File: src/rtl/mult_seq.sv
// Radix-2 shift-add 32x32 multiplier for MULT/MULTU; MULT_SIGNED_EN adds signed (magnitude/negate) support.
// Latency: 33 falling edges from start acceptance to hi/lo + done; back-to-back issue every 34 edges.
// Backpressure: busy high while an operation is in flight; start is ignored outside IDLE.
module mult_seq (
   input  logic        clock,
   input  logic        reset,
   input  logic        start,
   input  logic        is_signed,
   input  logic [31:0] multiplicand,
   input  logic [31:0] multiplier,
   output logic [31:0] hi,
   output logic [31:0] lo,
   output logic        busy,
   output logic        done
);
   typedef enum logic [1:0] {IDLE, RUN, FIX} state_t;

   state_t      state, state_nxt;
   logic [32:0] acc, acc_nxt, sum;
   logic [31:0] mc, mc_nxt, mp, mp_nxt;
   logic [31:0] hi_nxt, lo_nxt;
   logic [4:0]  cnt, cnt_nxt;
   logic        busy_nxt, done_nxt;
   logic [31:0] a_mag, b_mag;
   logic [63:0] p, p_out;

   assign p   = {acc[31:0], mp};
   assign sum = acc + {1'b0, (mp[0] ? mc : 32'd0)};

`ifdef MULT_SIGNED_EN
   logic neg, op_neg;

   assign a_mag  = (is_signed && multiplicand[31]) ? (~multiplicand + 32'd1) : multiplicand;
   assign b_mag  = (is_signed && multiplier[31])   ? (~multiplier + 32'd1)   : multiplier;
   assign op_neg = is_signed & (multiplicand[31] ^ multiplier[31]);
   assign p_out  = neg ? (~p + 64'd1) : p;

   always_ff @(negedge clock) begin
      if (reset)
         neg <= 1'b0;
      else if (state == IDLE && start)
         neg <= op_neg;
   end
`else
   logic unused_is_signed;

   assign unused_is_signed = is_signed;
   assign a_mag = multiplicand;
   assign b_mag = multiplier;
   assign p_out = p;
`endif

   always_ff @(negedge clock) begin
      if (reset) begin
         state <= IDLE;
         acc   <= '0;
         mc    <= '0;
         mp    <= '0;
         cnt   <= '0;
         hi    <= '0;
         lo    <= '0;
         busy  <= 1'b0;
         done  <= 1'b0;
      end else begin
         state <= state_nxt;
         acc   <= acc_nxt;
         mc    <= mc_nxt;
         mp    <= mp_nxt;
         cnt   <= cnt_nxt;
         hi    <= hi_nxt;
         lo    <= lo_nxt;
         busy  <= busy_nxt;
         done  <= done_nxt;
      end
   end

   always_comb begin
      state_nxt = state;
      acc_nxt   = acc;
      mc_nxt    = mc;
      mp_nxt    = mp;
      cnt_nxt   = cnt;
      hi_nxt    = hi;
      lo_nxt    = lo;
      busy_nxt  = busy;
      done_nxt  = 1'b0;
      case (state)
         IDLE: begin
            if (start) begin
               mc_nxt    = a_mag;
               mp_nxt    = b_mag;
               acc_nxt   = '0;
               cnt_nxt   = '0;
               busy_nxt  = 1'b1;
               state_nxt = RUN;
            end
         end
         RUN: begin
            // Product low bits shift into mp as the multiplier bits are consumed.
            acc_nxt = {1'b0, sum[32:1]};
            mp_nxt  = {sum[0], mp[31:1]};
            cnt_nxt = cnt + 5'd1;
            if (cnt == 5'd31)
               state_nxt = FIX;
         end
         FIX: begin
            {hi_nxt, lo_nxt} = p_out;
            done_nxt  = 1'b1;
            busy_nxt  = 1'b0;
            state_nxt = IDLE;
         end
         default: state_nxt = IDLE;
      endcase
   end
endmodule

File: config.mk
export PLATFORM = sky130hd
export DESIGN_NAME = mult_seq
export DESIGN_NICKNAME = d
export VERILOG_FILES = /design/src/rtl/mult_seq.sv
export SDC_FILE = /design/constraint.sdc
export NUM_CORES = 1
export LEC_CHECK = 0
export CAP_MARGIN = 25
export CORE_ASPECT_RATIO = 0.7
export CORE_MARGIN = 2
export CORE_UTILIZATION = 31
export CTS_BUF_LIST = sky130_fd_sc_hd__clkbuf_4
export CTS_CLUSTER_DIAMETER = 30
export DETAILED_ROUTE_END_ITERATION = 12
export GPL_ROUTABILITY_DRIVEN = 0
export PLACE_DENSITY = 0.63
export REMOVE_ABC_BUFFERS = 1
export SYNTH_ARGS = -nofsm -noshare
export SYNTH_HDL_FRONTEND = slang
export SYNTH_SLANG_ARGS = --single-unit
File: constraint.sdc
create_clock -name clock -period 4.8 [get_ports clock]
set_clock_uncertainty 0.05 [all_clocks]
set_input_delay 0.72 -clock clock [delete_from_list [all_inputs] [get_ports clock]]
set_output_delay 0.72 -clock clock [all_outputs]
set_load 0.005 [all_outputs]
Word-level counts from Yosys, hierarchy flattened
Cells that the tools add are included. W data, S select, Z words.

Bits in registers: 170. Input bits: 68. Output and inout bits: 66. Logic and storage cells: 36.

$add $sub $neg: 2. Equal/unequal tests: 5. Mux-type cells: 13. Reduce and logical (&&, ||, !) cells: 7.

Operators with widths (number): $pmux W33 S2 (1); $mux W32 (2); $pmux W32 S2 (1); $add A33 B32 Y33 (1); $mux W33 (1); $pmux W5 S2 (1); $reduce_and A2 Y1 (4); $add A5 B1 Y5 const B (1); $eq A5 B5 Y1 const B (1); $mux W5 (1); $mux W2 (2); $ne A2 B2 Y1 const B (2); $pmux W2 S2 (1); $reduce_bool A2 Y1 (2); $eq A2 B1 Y1 const B (1); $eq A2 B2 Y1 const B (1); $logic_not A2 Y1 (1); $mux W1 (2); $pmux W1 S2 (1).

Logic depth before layout (Yosys ltp)
Depth in word-level cells: 3. Depth in mapped cells: 12. Gate-level depth less buffers: 12.

==> metrics.yaml <==
status: "complete, no violations"
synth_compound_gate_area_share: 0.1913
synth.distinct_cells: 53
critical_path_peak_fanout: 2
yosys.area.top_type: "dfxtp_1"
synthFlopType: "dfxtp_1"
vias: 8260
setup_viol: 0
final_max_slew_viol_count: 0
cts_buffers: 17
yosys_register_bits: 169
fin_area_sq_um: 10790
ant_nets: 0
hp-class: "reg -> reg"
cp_slowest_stage_delay_ns: 0.55
pre_cts_ws_ns: 0.02028
htree_levels: 4
holdBufCountCts: 0
cp_slowest_cell: "clkdlybuf4s50_1"
synth_commonest_cells: "nand2_1, a21oi_1, dfxtp_1"
postSynth.asyncResetShare: 0
postCtsSetupRepairBufs: 0
crit_family: "buffers and inverters"
placed_area_sq_um: 9908
post_cts_resized: 0
path_class: "reg -> out"
grt-ovfl-total: 0
start_util: 0.3178
power.density_nw_per_um2: 291.7
ir_worst_vdd_mv: 0.1421
dp_hpwl_microns: 15460
rsz0062_at_grt: "false"
synthTopCellsByArea: "dfxtp_1, nand2_1, a21oi_1, nor2_1, ha_1"
cts_tree: "built"
synth_top_area_frac: 0.4115
yosys_warnings: 0
fp.dieW_microns: 198.6
synth_xor_area_frac: 0.02663
wl_microns: 23450
layout-drive-gt1-share: 0.04803
critPathBufInv: 1
syn_area_sq_um: 8222
pin_count: 134
power_mw: 3.147
cp_data_required_time_ns: 4.03
ys_seq_area_frac: 0.4115
relSlewSlack: 0.4482
holdWs_ns: 0.3917
instances_no_fill: 1732
grt_pass1_vias: 8265
maxCapViolCount: 0
avgSynthCellArea_sq_um: 7.461
utilization: 0.4170
yosys.area_share.adder: 0.05418
wire_per_inst_microns: 13.54
worst_pin_slew_ns: 0.8266
path_cells: "clkdlybuf4s50_1"
leakage_nw: 4.699
cts-root-buf: "clkbuf_4"
insertion_delay_ns: 0.61
hold_viol_final: 0
track_usage: 0.1721
cts.sinks: 169
syn_inst: 1102
yosysMostFrequentCell: "nand2_1"
synth_edf_count: 0
firstDrtPassIters: 7
clock_tree.buffer_depth: 2
clkTransAtPathRegs_ns: 0.05
drc: 0
fin_setup_tns_ns: 0
arrival_ns: 3.86
synthMuxAreaShare: 0.003652
nets: 1464
row_count: 49
die-area_sq_um: 27860
antenna_found_initial: 1
dp_cells: 1531
fin_ws_ns: 0.1746
endpoint_kind: "output port"
areaGrowthSynthToFinish_pct: 31.23
port_buffers: 132
synth_top_family_by_area: "simple AND/OR/NAND/NOR gates"
yosys.area_share.simple: 0.2710
grt_first_pass_wirelength_microns: 38590
drt-initial-drc-count: 428
worst_setup_path_start_kind: "flip-flop"
die_y_microns: 140.3
viasPerCell: 4.769
grt_max_degree: 118
design.core.area_sq_um: 25870
routing by layer:
metal  share of wire  routed length (microns)  vias up  global-route usage
met5               0                        0        -                   0
met4           0.010                      236        0             0.07227
met3           0.058                     1349       21             0.06983
met2            0.43                    10100      229              0.2481
met1            0.50                    11770     3804              0.2263
li1                -                        -     4206                   -
flip-flops by register name, summed over array words and instances, names as in the netlist:
register and cells:
acc 32, busy 1, cnt 5, done 1, hi 32, lo 32, mc 32, mp 32
state 2
worst paths after layout:
path | startpoint | endpoint | slack, ns | cells after the start
hold / removal | mp[15] | lo[15] | 0.39 | 2
setup / recovery | hi[30] | hi[30] | 0.17 | 1
setup reg to reg | mp[0] | acc[29] | 1.09 | 12
hold reg to reg | mp[15] | lo[15] | 0.39 | 2
where the power goes:
group | internal (mW) | switching [mW] | total (mW)
clock | 0.439 | 0.909 | 1.35
combinational | 0.139 | 0.167 | 0.306
sequential | 1.46 | 0.0368 | 1.49
placed cells by master, fill, tap and decap left out, types with 3 or more instances in the layout:
cell,n
nand2_1,240
nand3_1,12
a31oi_1,3
nor3_1,34
xor2_1,10
inv_4,4
nand4_1,11
o21ai_0,32
inv_6,4
a31o_2,3
dfxtp_1,168
a21oi_1,173
clkdlybuf4s50_1,131
nand2b_1,5
a221o_1,4
buf_4,15
nor2b_1,35
o31a_1,3
clkbuf_4,17
or3_1,3
nor2_1,132
o21bai_1,6
inv_1,183
ha_1,34
buf_12,5
xnor2_1,15
a21o_1,5
and2_1,33
a22oi_1,11
mux2i_1,3
cell families (layout without fill, tap and decap cells):
logic type	after synthesis	count (layout)
AND/OR/NAND/NOR	514	514
flip-flops	169	169
buffers and inverters	91	363
other	0	1
adder cells (fa/ha/maj)	35	35
AO/OA/AOI/OAI	265	265
multiplexers	3	3
XOR/XNOR	25	25
area by class of cell:
type	instances	area, sq um
antenna	1	2.502
clock buffer	17	127.6
clock inverter	184	754.5
fill	2777	15080
inverter	11	41.29
multi-input combinational	842	4508
sequential	169	3385
tap	357	446.7
timing repair buffer	151	1524
(Power assumes the default switching activity.)
